`src/rtl/silife_sync_master.sv`:
```
// Edge-sync link master: sync clock and active-window sequencer.
// Optional drain watchdog: define SILIFE_SYNC_TIMEOUT_EN.
module silife_sync_master #(
  parameter int WIDTH       = 32,
  parameter int HALF_PERIOD = 4,
  parameter int SETTLE      = 4
) (
  input  logic clk,
  input  logic reset,
  input  logic i_start,
  input  logic i_peer_busy,
  output logic o_sync_clk_syn,
  output logic o_sync_active_syn,
  output logic o_busy,
  output logic o_done,
  output logic o_error
);

  localparam int BW   = $clog2(WIDTH + 1) + 1;
  localparam int PM0  = (HALF_PERIOD > SETTLE) ? HALF_PERIOD : SETTLE;
  localparam int PMAX = (PM0 > 3) ? PM0 : 3;
  localparam int PW   = $clog2(PMAX);

  localparam logic [PW-1:0] HP_LD = PW'(HALF_PERIOD - 1);
  localparam logic [PW-1:0] ST_LD = PW'(SETTLE - 1);
  localparam logic [PW-1:0] DR_LD = PW'(2);
  localparam logic [BW-1:0] NBITS = BW'(WIDTH + 1);

  typedef enum logic [2:0] {
    ST_IDLE,
    ST_SETTLE,
    ST_LOW,
    ST_HIGH,
    ST_DRAIN,
    ST_DONE
  } state_t;

  state_t          state_q, state_d;
  logic [PW-1:0]   phase_q, phase_d;
  logic [BW-1:0]   bit_q, bit_d;
  logic            sclk_q, act_q, busy_q, done_q;

`ifdef SILIFE_SYNC_TIMEOUT_EN
  logic [7:0] wd_q, wd_d;
  logic       err_q, err_d;
`endif

  always_comb begin
    state_d = state_q;
    phase_d = phase_q;
    bit_d   = bit_q;
`ifdef SILIFE_SYNC_TIMEOUT_EN
    wd_d    = wd_q;
    err_d   = 1'b0;
`endif
    unique case (state_q)
      ST_IDLE: begin
        if (i_start) begin
          state_d = ST_SETTLE;
          phase_d = ST_LD;
          bit_d   = '0;
        end
      end
      ST_SETTLE: begin
        if (phase_q == '0) begin
          state_d = ST_LOW;
          phase_d = HP_LD;
        end else begin
          phase_d = phase_q - PW'(1);
        end
      end
      ST_LOW: begin
        if (phase_q == '0) begin
          state_d = ST_HIGH;
          phase_d = HP_LD;
        end else begin
          phase_d = phase_q - PW'(1);
        end
      end
      ST_HIGH: begin
        if (phase_q == '0) begin
          bit_d = bit_q + BW'(1);
          if (bit_d == NBITS) begin
            state_d = ST_DRAIN;
            phase_d = DR_LD;
`ifdef SILIFE_SYNC_TIMEOUT_EN
            wd_d    = '0;
`endif
          end else begin
            state_d = ST_LOW;
            phase_d = HP_LD;
          end
        end else begin
          phase_d = phase_q - PW'(1);
        end
      end
      ST_DRAIN: begin
`ifdef SILIFE_SYNC_TIMEOUT_EN
        wd_d = i_peer_busy ? wd_q + 8'd1 : 8'd0;
        // 256th consecutive busy cycle gives up on the peers
        if (i_peer_busy && wd_q == 8'hFF) begin
          state_d = ST_DONE;
          err_d   = 1'b1;
        end else
`endif
        if (phase_q != '0) begin
          phase_d = phase_q - PW'(1);
        end else if (!i_peer_busy) begin
          state_d = ST_DONE;
        end
      end
      ST_DONE: begin
        state_d = ST_IDLE;
      end
      default: begin
        state_d = ST_IDLE;
      end
    endcase
  end

  always_ff @(posedge clk or negedge reset) begin
    if (!reset) begin
      state_q <= ST_IDLE;
      phase_q <= '0;
      bit_q   <= '0;
    end else begin
      state_q <= state_d;
      phase_q <= phase_d;
      bit_q   <= bit_d;
    end
  end

  // Outputs are registered copies of the state decode: glitch-free nets.
  always_ff @(posedge clk or negedge reset) begin
    if (!reset) begin
      sclk_q <= 1'b1;
      act_q  <= 1'b0;
      busy_q <= 1'b0;
      done_q <= 1'b0;
    end else begin
      sclk_q <= (state_q != ST_LOW);
      act_q  <= (state_q == ST_SETTLE) || (state_q == ST_LOW) ||
                (state_q == ST_HIGH) || (state_q == ST_DRAIN);
      busy_q <= (state_q != ST_IDLE);
      done_q <= (state_q == ST_DONE);
    end
  end

`ifdef SILIFE_SYNC_TIMEOUT_EN
  always_ff @(posedge clk or negedge reset) begin
    if (!reset) begin
      wd_q  <= '0;
      err_q <= 1'b0;
    end else begin
      wd_q  <= wd_d;
      err_q <= err_d;
    end
  end

  assign o_error = err_q;
`else
  assign o_error = 1'b0;
`endif

  assign o_sync_clk_syn    = sclk_q;
  assign o_sync_active_syn = act_q;
  assign o_busy            = busy_q;
  assign o_done            = done_q;

endmodule
```
`config.mk`:
```
export PLATFORM = sky130hd
export DESIGN_NAME = silife_sync_master
export DESIGN_NICKNAME = d
export VERILOG_FILES = /design/src/rtl/silife_sync_master.sv
export SDC_FILE = /design/constraint.sdc
export NUM_CORES = 1
export LEC_CHECK = 0
export CAP_MARGIN = 20
export CORE_MARGIN = 2
export CORE_UTILIZATION = 45
export CTS_BUF_LIST = sky130_fd_sc_hd__clkbuf_16
export CTS_CLUSTER_DIAMETER = 80
export DETAILED_ROUTE_END_ITERATION = 8
export GPL_ROUTABILITY_DRIVEN = 1
export GPL_TIMING_DRIVEN = 0
export PLACE_DENSITY_LB_ADDON = 0.25
export RECOVER_POWER = 50
export SYNTH_ARGS = -nofsm -noshare
export SYNTH_HDL_FRONTEND = slang
export SYNTH_SLANG_ARGS = --single-unit
```
`constraint.sdc`:
```
create_clock -name clk -period 1.9 [get_ports clk]
set_input_delay 0.38 -clock clk [delete_from_list [all_inputs] [get_ports clk]]
set_output_delay 0.38 -clock clk [all_outputs]
set_load 0.05 [all_outputs]
```
**After elaboration in Yosys (flattened, before gate mapping)**

Index checks and enable logic that the tools add are counted.

- Register bits: 16
- Bits in latches: 0
- RAM bits: 0
- Memory bits (read-only): 0
- Bits of input ports: 4
- Memories: 0

- Add/subtract/negate cells: 2
- Multipliers: 0
- Divide/modulo/power cells: 0
- $lt $le $gt $ge: 0
- Equal/unequal tests: 14
- Shifts and indexed selects: 0
- Muxes and demuxes: 17
- Bitwise operators: 0
- Reduce and logical (&&, ||, !) cells: 13

Operators with widths:

| cell | count |
|---|---|
| 3-bit 2-to-1 mux | 7 |
| 3-bit case mux with 5 select lines | 1 |
| 7-bit 2-to-1 mux | 2 |
| 2-bit inequality test, second input constant | 7 |
| 7-bit case mux with 2 select lines | 1 |
| 2-bit 2-to-1 mux | 4 |
| 2-bit case mux with 4 select lines | 1 |
| 7-bit by 1-bit adder with 7-bit output, second input constant | 1 |
| 7-bit by 6-bit == test with 1-bit output, second input constant | 1 |
| 3-bit by 2-bit == test with 1-bit output, second input constant | 2 |
| 3-bit == test, second input constant | 2 |
| 3-bit AND reduction | 2 |
| 6-bit AND reduction | 1 |
| 2-bit nonzero test | 2 |
| 4-bit nonzero test | 1 |
| 3-bit by 1-bit == test with 1-bit output, second input constant | 1 |
| 3-bit zero test | 1 |
| 1-bit logical OR | 3 |
| 3-bit by 2-bit inequality test with 1-bit output, second input constant | 1 |
| 3-bit nonzero test | 1 |
| 2-bit zero test | 1 |
| 2-bit OR reduction | 1 |
| 2-bit by 1-bit subtractor with 2-bit output, second input constant | 1 |
| 1-bit 2-to-1 mux | 1 |

**Longest topological paths before layout**

- Depth after elaboration: 5
- Mapped depth: 7
- Gate-level depth less buffers: 6

**Least setup slack after synthesis**

OpenSTA, ideal clock, no wires.

- Kind: register to register
- From: reg phase_q[0]
- To: reg bit_q[4]
- Library setup time: 0.128 ns
- Arrival: 1.374 ns
- Data required time: 1.772 ns
- Setup slack: 0.397 ns
- Stages on the path, launching flop included: 8
- Clock period less this slack: 1.503 ns
- Cells stage by stage: dfrtp_1 > inv_1 > ha_1 > clkbuf_1 > nand3_1 > a21o_1 > o21ai_0 > o31ai_1

- Word-level cells in the longest chain between the ends: 3

Ends and longest elaborated chain:

| element | RTL line | RTL |
|---|---|---|
| from (decl) | 39 | `logic [PW-1:0] phase_q, phase_d;` |
| from (signal assigned) | 128 | `phase_q <= phase_d;` |
| 2-bit zero test | 81 | `if (phase_q == '0) begin` |
| 2-bit inequality test (no line) | - |  |
| 3-bit AND reduction (no line) | - |  |
| to (signal assigned) | 129 | `bit_q <= bit_d;` |
| to (decl) | 40 | `logic [BW-1:0] bit_q, bit_d;` |

No other way between the ends.
A chain may end at the register's enable or synchronous reset.

**Worst setup path after layout**

- From: reg done_q, in the netlist o_done
- To: out o_done

RTL lines:

| element | RTL line | RTL |
|---|---|---|
| from (decl) | 41 | `logic sclk_q, act_q, busy_q, done_q;` |
| from (signal assigned) | 145 | `done_q <= (state_q == ST_DONE);` |
| to (decl) | 15 | `output logic o_done,` |

No word-level cell between the ends.

==> qor.csv <==
stage;metric;value;unit
worst_setup_path;WS Path Type;flip-flop to primary output;
global_route;vias in the first global route;738;
global_route;first-pass GRT wire length;3230;µm
clocking;worst skew pair latency;0.25;ns
yosys;Post-Syn Area per Cell;9.26;µm²
pwr;P_int;1.02;mW
clocking;Hold-fix buffers, CTS;0;
yosys;Yosys warnings;0;
worst_setup_path;FF-to-FF End;phase_q[0]$_DFFE_PN0P_;
die;num rows;16;
global_route;Tot GR Track Use;17.2;%
routing;DR vias/cell;5.44;
routing;TritonRoute pass-1 iters;4;
timing;setup tns final;0;ns
die;height of the chip;49.8;µm
timing;RSZ-0062 raised after global routing;false;
yosys;ys flop type;dfrtp_1;
clocking;CTS tree;yes;
pwr;Sw Pwr;0.658;mW
placement;# port buffers;7;
routing;Avg WL per Cell;13.3;µm
min_path;HP Class;flip-flop to flip-flop;
pwr;LEAKAGE;0.478;nW
layout;layout cells sized above 1;8.93;%
global_route;largest net degree at the start of global routing;17;
routing;DRC Markers;0;
timing;count of final setup violators;0;
yosys;Netlist Area Pre-Place;945;µm²
routing;Max Used Layer;met4;
routing;violation count after the first detailed-route iteration;25;
pwr;Sw Share;39.3;%
pwr;Seq pwr share;33.1;%
yosys;area leader, netlist;dfrtp_1;
clocking;CTS max path bufs;2;
yosys;Synth Instances;102;
worst_setup_path;crit start category;flip-flop;
worst_setup_path;Worst setup EP type;primary output;
worst_setup_path;Top delay family on crit path;buffers and inverters;
worst_setup_path;WP buf/inv;1;
worst_setup_path;FF-to-FF Start;bit_q[0]$_DFFE_PN0P_;
worst_setup_path;Worst R2R Path Depth;5;
worst_setup_path;required time worst endpoint;1.52;ns
routing;via total after detailed routing;756;
timing;Fmax;0.574;GHz
die;die width;49.8;µm
yosys;main area contributors after synthesis;dfrtp_1 40%, o21ai_0 5.3%, ha_1 4.0%;
placement;DP Cell Count;136;
clocking;cts bufs inserted;3;
timing;minimum clock period;1.74;ns
die;Ports;9;
status;status;completed;
layout;Layout area overhead;18.3;%
yosys;commonest cells in the synthesized netlist;15 x dfrtp_1, 10 x nor2_1, 10 x o21ai_0;
placement;post-place setup slack;-0.00108;ns
die;Initial Util;48.2;%
global_route;initial antenna violation count;0;
placement;Placer Congestion;0.816;
yosys;Cell variety after synth;39;
clocking;CTS clk-pin slew, worst paths;0.05;ns
min_path;hold path cells;2;
yosys;share of the synthesized area in the top cell type;39.7;%
global_route;total congestion overflow;0;
timing;Fin. Hold Viols;0;
layout;non-filler cells, final;139;
placement;DP HPWL;1330;µm
routing;final wirelength;1850;µm
timing;Clock Skew;0.00341;ns
yosys;Post-synth ARST share;100;%
timing;Slew HR;51.4;%
worst_setup_path;Crit path depth;1;
timing;Tcrit/Tclk final;91.7;%
yosys;sequential fraction of the synthesis area;42.5;%
worst_setup_path;R2R Setup Slk;0.21;ns
layout;nets;120;
pwr;Pwr Density;1500;nW/µm²
yosys;Yosys reg bits;16;
worst_setup_path;crit path DAT;1.36;ns
pwr;clock share of power;24.3;%
routing;antenna-violating nets left;0;
routing;Met3 Wirelength;86;µm
clocking;clk root buf;clkbuf_16;
die;CORE AREA;1960;µm²
clocking;H-Tree Depth;1;
worst_setup_path;CP Cell Sequence;clkdlybuf4s50_1;
timing;Pins Over Slew Limit;0;
min_path;hold_sp;phase_q[1]$_DFFE_PN0P_;
pwr;combinational share of power;42.7;%
timing;slew of the pin with the lowest slew margin;0.726;ns
clocking;clock sinks;16;
worst_setup_path;Worst path slowest cell;clkdlybuf4s50_1;
worst_setup_path;Crit path largest cell delay;0.79;ns
worst_setup_path;Critical Path Start;o_done$_DFF_PN0_;
yosys;Post-synth EDFFs;0;
job;MaxCap Viol Count;0;
layout;Util after Layout;57.0;%
worst_setup_path;crit-path max FO;1;
timing;fin worst setup slack;0.158;ns
routing;WL met2;908;µm
clocking;# Post-CTS Setup Buffers;0;
routing;M1 WL;840;µm
pwr;VDD IR max;0.00113;V
yosys;syn nets;109;
yosys;most frequent cell after synthesis;dfrtp_1;
min_path;Hold EP;phase_q[1]$_DFFE_PN0P_;
die;Die ar.;2480;µm²
layout;diodes inserted;0;
-- final cells by class --
type	count	area, µm²
well taps	27	33.8
fillers	196	845
multi-input cells	75	492
clock buffers	3	75.1
repair buffers	7	68.8
clock inverters	1	3.75
flip-flops and latches	16	402
plain buffers	5	23.8
inverters	5	18.8
-- worst max-delay path by stage --
stage | endpoint | slack (ns)
after floorplan | bit_q[4]$_DFFE_PN0P_ | 0.40
after global placement | bit_q[4]$_DFFE_PN0P_ | 0.0007
after detailed placement | bit_q[4]$_DFFE_PN0P_ | -0.001
after CTS | bit_q[4]$_DFFE_PN0P_ | 0.11
after global routing | phase_q[0]$_DFFE_PN0P_ | 0.03
final | o_done | 0.16
-- cell usage in the layout, fill, tap and decap left out, drive strengths merged, types with 3 or more instances in the layout --
| cell | netlist | layout |
|---|---|---|
| dfrtp | 15 | 15 |
| o21ai | 11 | 11 |
| nor2 | 10 | 10 |
| nand2 | 9 | 9 |
| clkbuf | 2 | 6 |
| inv | 5 | 5 |
| nand3 | 5 | 5 |
| clkdlybuf4s50 | 0 | 5 |
| nor3 | 3 | 3 |
| ha | 3 | 3 |
-- worst register-to-register path: stages, from the launching register on --
cell      delay, ns
dfrtp_1        0.46
ha_1           0.31
nand3_1        0.18
nand2_1        0.12
o311ai_0       0.15
a222oi_1       0.34
-- flip-flops by register name, summed over array words and instances, names as in the netlist --
| register | cells |
|---|---|
| bit_q | 7 |
| state_q | 3 |
| phase_q | 2 |
| o_busy | 1 |
| o_done | 1 |
| o_sync_active_syn | 1 |
| o_sync_clk_syn | 1 |
-- per-layer routing --
metal	GRT usage (%)	up-vias
met1	20.5	352
met3	6.06	2
met4	6.94	0
li1	-	385
met2	28.2	17
met5	0	-
-- kinds of logic (layout without fill, tap and decap cells) --
| family | Yosys count | in the layout | synth area share (%) |
|---|---|---|---|
| AND/OR/NAND/NOR | 40 | 40 | 23.4 |
| AO/OA/AOI/OAI | 26 | 26 | 19.3 |
| flip-flops | 16 | 16 | 42.5 |
| buffers and inverters | 11 | 21 | 5.43 |
| adder cells (fa/ha/maj) | 3 | 3 | 3.97 |
| XOR/XNOR | 3 | 3 | 2.78 |
| multiplexers | 2 | 2 | 2.12 |
| other | 1 | 1 | 0.397 |
-- repair_timing --
item	CTS	global route
resized for setup	1	0
endpoints found under the setup margin	1	1
endpoints found under the hold margin	0	0
-- through the flow --
stage / hold slack (ns) / total power, mW / instance area [µm²]
after CTS: 0.553 / 1.70 / 1130
after global routing: 0.597 / 1.81 / 1120
after global placement: 0.534 / 1.26 / 1050
after floorplan: 0.0844 / 1.10 / 945
after detailed placement: 0.537 / 1.29 / 1050
final: 0.547 / 1.67 / 1120
-- power by group through the flow --
| stage | registers (mW) | clock network [mW] | logic (mW) |
|---|---|---|---|
| floorplan | 0.604 | 0 | 0.497 |
| global placement | 0.553 | 0 | 0.704 |
| detailed placement | 0.559 | 0 | 0.732 |
| CTS | 0.553 | 0.420 | 0.727 |
| global route | 0.572 | 0.442 | 0.796 |
| finish | 0.553 | 0.406 | 0.714 |
(Power assumes the default switching activity.)
